`src/rtl/pptree_pkg.sv`:
```
// Shared types and elaboration-time helpers for the pipelined Kogge-Stone adder.
package pptree_pkg;

    typedef struct packed {
        logic g;
        logic p;
    } gp_t;

    function automatic int prefix_levels(input int width);
        return $clog2(width);
    endfunction

    // Prefix level after which pipeline rank k+1 sits (rank 1 is always level 0).
    function automatic int stage_after_level(input int k, input int levels, input int stages);
        if (stages < 2) begin
            return levels;
        end
        return (k * levels) / (stages - 1);
    endfunction

    // True when the (G,P) vector leaving prefix level lvl is registered inside the tree.
    // The final rank is the output register and is not reported here.
    function automatic bit is_reg_level(input int lvl, input int levels, input int stages);
        if (stages < 2) begin
            return 1'b0;
        end
        if (lvl == 0) begin
            return 1'b1;
        end
        for (int k = 1; k <= stages - 2; k++) begin
            if (stage_after_level(k, levels, stages) == lvl) begin
                return 1'b1;
            end
        end
        return 1'b0;
    endfunction

endpackage

```
`src/rtl/pptree_black_cell.sv`:
```
// Prefix combine cell: ao21 for G and and2 for P; the grey variant only resolves G.
module pptree_black_cell
    import pptree_pkg::*;
#(
    parameter int GREY = 0
) (
    input  logic g_hi,
    input  logic p_hi,
    input  logic g_lo,
    input  logic p_lo,
    output logic g_out,
    output logic p_out
);

    gp_t hi;
    gp_t lo;
    gp_t res;

    always_comb begin
        hi.g  = g_hi;
        hi.p  = p_hi;
        lo.g  = g_lo;
        lo.p  = p_lo;
        res.g = hi.g | (hi.p & lo.g);
        res.p = (GREY != 0) ? 1'b0 : (hi.p & lo.p);
    end

    assign g_out = res.g;
    assign p_out = res.p;

endmodule

```
`src/rtl/pptree_pipe_adder.sv`:
```
// Pipelined Kogge-Stone adder/subtractor with a valid/ready stream interface.
// The whole pipe moves on one global enable, so bubbles are kept, never squeezed out.
module pptree_pipe_adder
    import pptree_pkg::*;
#(
    parameter int WIDTH  = 32,
    parameter int STAGES = 2
) (
    input  logic             clk,
    input  logic             rst_n,
    input  logic             in_valid,
    output logic             in_ready,
    input  logic [WIDTH-1:0] in_a,
    input  logic [WIDTH-1:0] in_b,
    input  logic             in_cin,
    input  logic             in_sub,
    output logic             out_valid,
    input  logic             out_ready,
    output logic [WIDTH-1:0] out_sum,
    output logic             out_cout,
    output logic             out_ovf
);

    localparam int LEVELS = prefix_levels(WIDTH);

    if (WIDTH < 2) begin : g_bad_width
        $error("pptree_pipe_adder: WIDTH must be at least 2");
    end
    if (STAGES < 1 || STAGES > LEVELS + 1) begin : g_bad_stages
        $error("pptree_pipe_adder: STAGES must lie in 1 .. LEVELS+1");
    end

    logic             out_valid_q, out_valid_d;
    logic [WIDTH-1:0] out_sum_q,   out_sum_d;
    logic             out_cout_q,  out_cout_d;
    logic             out_ovf_q,   out_ovf_d;
    logic             adv;

    assign adv      = ~(out_valid_q & ~out_ready);
    assign in_ready = adv;

    for (genvar l = 0; l <= LEVELS; l++) begin : g_lvl
        logic [WIDTH-1:0] g_c, p_c, pp_c;
        logic             c0_c, v_c;
        logic [WIDTH-1:0] g_s, p_s, pp_s;
        logic             c0_s, v_s;
        logic             p_unused;

        // P bits of finished groups are dead; fold them into one sink net.
        assign p_unused = ^p_s;

        if (l == 0) begin : g_pg
            logic [WIDTH-1:0] b_eff, g_raw;
            logic             c0;

            assign b_eff = in_b ^ {WIDTH{in_sub}};
            assign c0    = in_sub | in_cin;
            assign g_raw = in_a & b_eff;
            assign p_c   = in_a ^ b_eff;
            assign g_c   = {g_raw[WIDTH-1:1], g_raw[0] | (p_c[0] & c0)};
            assign pp_c  = p_c;
            assign c0_c  = c0;
            assign v_c   = in_valid;
        end else begin : g_tree
            localparam int SPAN = 1 << (l - 1);

            assign pp_c = g_lvl[l-1].pp_s;
            assign c0_c = g_lvl[l-1].c0_s;
            assign v_c  = g_lvl[l-1].v_s;

            for (genvar i = 0; i < WIDTH; i++) begin : g_bit
                if (i < SPAN) begin : g_pass
                    assign g_c[i] = g_lvl[l-1].g_s[i];
                    assign p_c[i] = g_lvl[l-1].p_s[i];
                end else begin : g_cell
                    pptree_black_cell #(
                        .GREY ((i < 2 * SPAN) ? 1 : 0)
                    ) u_cell (
                        .g_hi  (g_lvl[l-1].g_s[i]),
                        .p_hi  (g_lvl[l-1].p_s[i]),
                        .g_lo  (g_lvl[l-1].g_s[i-SPAN]),
                        .p_lo  (g_lvl[l-1].p_s[i-SPAN]),
                        .g_out (g_c[i]),
                        .p_out (p_c[i])
                    );
                end
            end
        end

        if (is_reg_level(l, LEVELS, STAGES)) begin : g_reg
            logic [WIDTH-1:0] g_q, g_d, p_q, p_d, pp_q, pp_d;
            logic             c0_q, c0_d, v_q, v_d;

            always_comb begin
                g_d  = g_q;
                p_d  = p_q;
                pp_d = pp_q;
                c0_d = c0_q;
                v_d  = v_q;
                if (adv) begin
                    g_d  = g_c;
                    p_d  = p_c;
                    pp_d = pp_c;
                    c0_d = c0_c;
                    v_d  = v_c;
                end
            end

            always_ff @(posedge clk or negedge rst_n) begin
                if (!rst_n) begin
                    g_q  <= '0;
                    p_q  <= '0;
                    pp_q <= '0;
                    c0_q <= 1'b0;
                    v_q  <= 1'b0;
                end else begin
                    g_q  <= g_d;
                    p_q  <= p_d;
                    pp_q <= pp_d;
                    c0_q <= c0_d;
                    v_q  <= v_d;
                end
            end

            assign g_s  = g_q;
            assign p_s  = p_q;
            assign pp_s = pp_q;
            assign c0_s = c0_q;
            assign v_s  = v_q;
        end else begin : g_wire
            assign g_s  = g_c;
            assign p_s  = p_c;
            assign pp_s = pp_c;
            assign c0_s = c0_c;
            assign v_s  = v_c;
        end
    end

    logic [WIDTH-1:0] g_fin, pp_fin, sum_c;
    logic             c0_fin, v_fin;

    assign g_fin  = g_lvl[LEVELS].g_s;
    assign pp_fin = g_lvl[LEVELS].pp_s;
    assign c0_fin = g_lvl[LEVELS].c0_s;
    assign v_fin  = g_lvl[LEVELS].v_s;
    assign sum_c  = pp_fin ^ {g_fin[WIDTH-2:0], c0_fin};

    always_comb begin
        out_valid_d = out_valid_q;
        out_sum_d   = out_sum_q;
        out_cout_d  = out_cout_q;
        out_ovf_d   = out_ovf_q;
        if (adv) begin
            out_valid_d = v_fin;
            out_sum_d   = sum_c;
            out_cout_d  = g_fin[WIDTH-1];
            out_ovf_d   = g_fin[WIDTH-2] ^ g_fin[WIDTH-1];
        end
    end

    always_ff @(posedge clk or negedge rst_n) begin
        if (!rst_n) begin
            out_valid_q <= 1'b0;
            out_sum_q   <= '0;
            out_cout_q  <= 1'b0;
            out_ovf_q   <= 1'b0;
        end else begin
            out_valid_q <= out_valid_d;
            out_sum_q   <= out_sum_d;
            out_cout_q  <= out_cout_d;
            out_ovf_q   <= out_ovf_d;
        end
    end

    assign out_valid = out_valid_q;
    assign out_sum   = out_sum_q;
    assign out_cout  = out_cout_q;
    assign out_ovf   = out_ovf_q;

endmodule
```
`config.mk`:
```
export PLATFORM = sky130hd
export DESIGN_NAME = pptree_pipe_adder
export DESIGN_NICKNAME = d
export VERILOG_FILES = /design/src/rtl/pptree_pkg.sv /design/src/rtl/pptree_black_cell.sv /design/src/rtl/pptree_pipe_adder.sv
export SDC_FILE = /design/constraint.sdc
export NUM_CORES = 1
export LEC_CHECK = 0
export BUFFER_PORTS_ARGS = -buffer_cell sky130_fd_sc_hd__buf_4
export CELL_PAD_IN_SITES_DETAIL_PLACEMENT = 1
export CELL_PAD_IN_SITES_GLOBAL_PLACEMENT = 2
export CORE_MARGIN = 5
export CORE_UTILIZATION = 33
export DETAILED_ROUTE_END_ITERATION = 6
export MAX_ROUTING_LAYER = met4
export PLACE_DENSITY_LB_ADDON = 0.2
export SYNTH_ARGS = -nofsm -noshare
export SYNTH_HDL_FRONTEND = slang
export SYNTH_SLANG_ARGS = --single-unit
```
`constraint.sdc`:
```
create_clock -name clk -period 2.6 [get_ports clk]
set_input_delay 0.52 -clock clk [delete_from_list [all_inputs] [get_ports clk]]
set_output_delay 0.52 -clock clk [all_outputs]
set_load 0.05 [all_outputs]
```
==> results.toml <==
[flow_run]
max_cap_viol_count = 0

[clocking]
path_clk_slew_ns = 0.08
root_buffer = "clkbuf_16"
h-tree-depth = 3
cts_tree = "built"
clock_latency_ns = 0.37
cts_made_buffers = 9
clockBufferDepth = 2
clock_sinks = 101

[floorplanning]
die_h_um = 143
dieArea_um2 = 20400
initial_core_util_pct = 33.6
pin_count = 106
fp.dieW_um = 143
num_rows = 48
fp.coreArea_um2 = 17300

[min_path]
holdPathStages = 3
hold_end = "g_lvl[0].g_reg.v_q"
hold_path_startpoint = "in_valid"
hold_path.class = "input pin to register"

[routing]
vias = 4975
routed_via_density = 4.97
first_pass_iters = 4
drt_iter0_drc = 202
avgRoutedWirePerCell_um = 16.4
routed_wl_mm = 16.5
drc = 0
ant_nets = 0

[worst_setup_path]
r2r_slack_ns = 0.08
cpMostUsedCell = "buf_4"
crit_type = "register to register"
cp_cell_sequence = "ha_1 > o211ai_1 > a211oi_2 > nor3_2 > buf_4 > a21oi_2 > o41ai_2 > buf_4 > xor2_1 > a21oi_1"
r2r-end = "out_sum[18]"
worst_path_largest_cell_delay_ns = 0.42
rr_startpoint = "g_lvl[0].g_reg.g_q[0]"
crit_fanout = 4
crit_required_ns = 2.83
critPathCaptureType = "register"
worstPathArrival_ns = 2.75
reg2regPathDepth = 10
slowest_stage = "dfrtp_1"
cp-start-kind = "register"

[power]
power.density_nw_per_um2 = 885
power_mw = 6.35
p_leak_nw = 3.56
max-vdd-ir-drop_mv = 0.491

[global_route]
grt.overflow.total = 0
grt_pass1_vias = 5331
antenna_found_initial = 0
grt_max_degree = 81
grt_pass1_wl_mm = 26.9
track_usage_pct = 17.0

[status]
status = "finished, final reports clean"

[cells_and_area]
final_cell_mix = "nand2_1, buf_4, dfrtp_1"
final_cell_area_um2 = 7170
drive_gt1_share_pct = 19.0
nNetsFinal = 875
antenna_cells = 0
area_growth_pct = 23.4
final_common_cell = "nand2_1"

[sta]
setup_tns_ns = 0
max_freq_mhz = 397
slew_headroom_pct = 58.6
hold_slack_ns = 0.371
setup_viol = 0
finalCriticalPeriod_ns = 2.52
rsz0062_at_grt = "yes"
fin_crit_sh_pct = 96.9
hold_viol = 0
slew_violations = 0
worst_slew_pin_slew_ns = 0.621
skew_ns = 0.0123

[yosys]
synth.avg_cell_area_um2 = 8.55
async_flop_share_pct = 100
syn-num-nets = 783
synth_ff_type = "dfrtp_1"
ys_seq_elements = 101
synth_area_leaders = "dfrtp_1, nand2_1, ha_1"
syn_area_um2 = 5810
ys_seq_area_share_pct = 43.5
synth_top_area_cell = "dfrtp_1"
netlist.area_leader.share_pct = 43.5
synth_warnings = 0
ys_types = 50
syn-instance-count = 680
synth_edf_count = 0

[placed_design]
dpl_cell_area_um2 = 6840
dp_hpwl_mm = 12.2
gp_congestion = 0.856
port_buffers = 105
## synthesized netlist by cell type (all sizes together) (8+ instances only)
cell type    n
a21o        19
a21oi       46
a31oi        8
buf         11
clkbuf      29
dfrtp      101
ha          33
inv         12
nand2      201
nand3       13
nor2        47
o21ai       31
xnor2       14
xor2        46
## stage by stage
step | utilization, % | worst slack [ns] | cells
final | 41.5 | 0.0799 | 1002
after global routing | 41.5 | -0.0634 | 1002
after detailed placement | 39.5 | 0.0930 | 982
after CTS | 41.3 | 0.0909 | 999
after floorplan | - | 0.128 | 680
after global placement | 39.5 | 0.159 | 982
## sequential cells by signal (all words and copies together), names as in the netlist
register and flops:
c0_fin 1, g_lvl.g_reg.g_q 32, g_lvl.g_reg.pp_q 32, g_lvl.g_reg.v_q 1, out_cout 1, out_ovf 1, out_sum 32, out_valid 1
## worst max path at each step
| stage | startpoint | to | slack, ns | cells past startpoint |
|---|---|---|---|---|
| floorplan | out_valid | in_ready | 0.13 | 5 |
| global placement | g_lvl[0].g_reg.g_q[0] | out_sum[22] | 0.16 | 9 |
| detailed placement | g_lvl[0].g_reg.g_q[0] | out_sum[22] | 0.09 | 9 |
| CTS | g_lvl[0].g_reg.g_q[0] | out_sum[30] | 0.09 | 9 |
| global route | g_lvl[0].g_reg.g_q[0] | out_sum[18] | -0.06 | 10 |
| finish | g_lvl[0].g_reg.g_q[0] | out_sum[18] | 0.08 | 10 |
## layer usage
layer,routed length (µm),part of all wire (%),global-route usage [%],up-vias
met2,7910,48,28.0,89
met1,7700,47,21.9,2401
met5,0,0,-,-
met3,626,3.8,2.24,16
li1,-,-,-,2469
met4,225,1.4,5.15,0
## power breakdown
group | total, mW | leakage [nW] | internal (mW) | switching, mW
registers | 2.38 | 1.22 | 1.96 | 0.416
logic | 2.64 | 2.20 | 0.925 | 1.71
clock network | 1.33 | 0.137 | 0.664 | 0.668
total | 6.35 | 3.56 | 3.55 | 2.80
## kinds of logic (layout without fill, tap and decap cells)
family / Yosys count / after routing / share of synthesized area, %
fa+ha+maj: 33 / 33 / 7.10
xor+xnor: 60 / 60 / 9.04
compound gates: 147 / 147 / 16.7
flops: 101 / 101 / 43.5
simple gates: 287 / 287 / 20.1
buf+inv: 52 / 149 / 3.62
## repair_timing
item	4_1_cts	5_1_grt
setup endpoints to repair	1	6
pin swaps	0	4
hold buffers	1	0
setup buffers	0	3
gates resized for setup	1	2
endpoints found under the hold margin	5	0
## critical path, delay by kind of cell, from the launching register on
kind,cells,cell delay (ns)
AOI/OAI and AO/OA,5,0.93
xor gates and xnor gates,1,0.15
adders and majority gates,1,0.23
buffers and inverters,2,0.34
DFF,1,0.42
and+or+nand+nor,1,0.29
## cell type report
class | count | area (µm²)
Sequential cell | 101 | 2530
Clock buffer | 9 | 225
Tap cell | 225 | 282
Inverter | 12 | 46.3
Timing Repair Buffer | 121 | 936
Clock inverter | 7 | 60.1
Multi-Input combinational cell | 527 | 3100
Fill cell | 2049 | 10100
Note: power is estimated with default switching activity, not from simulation.
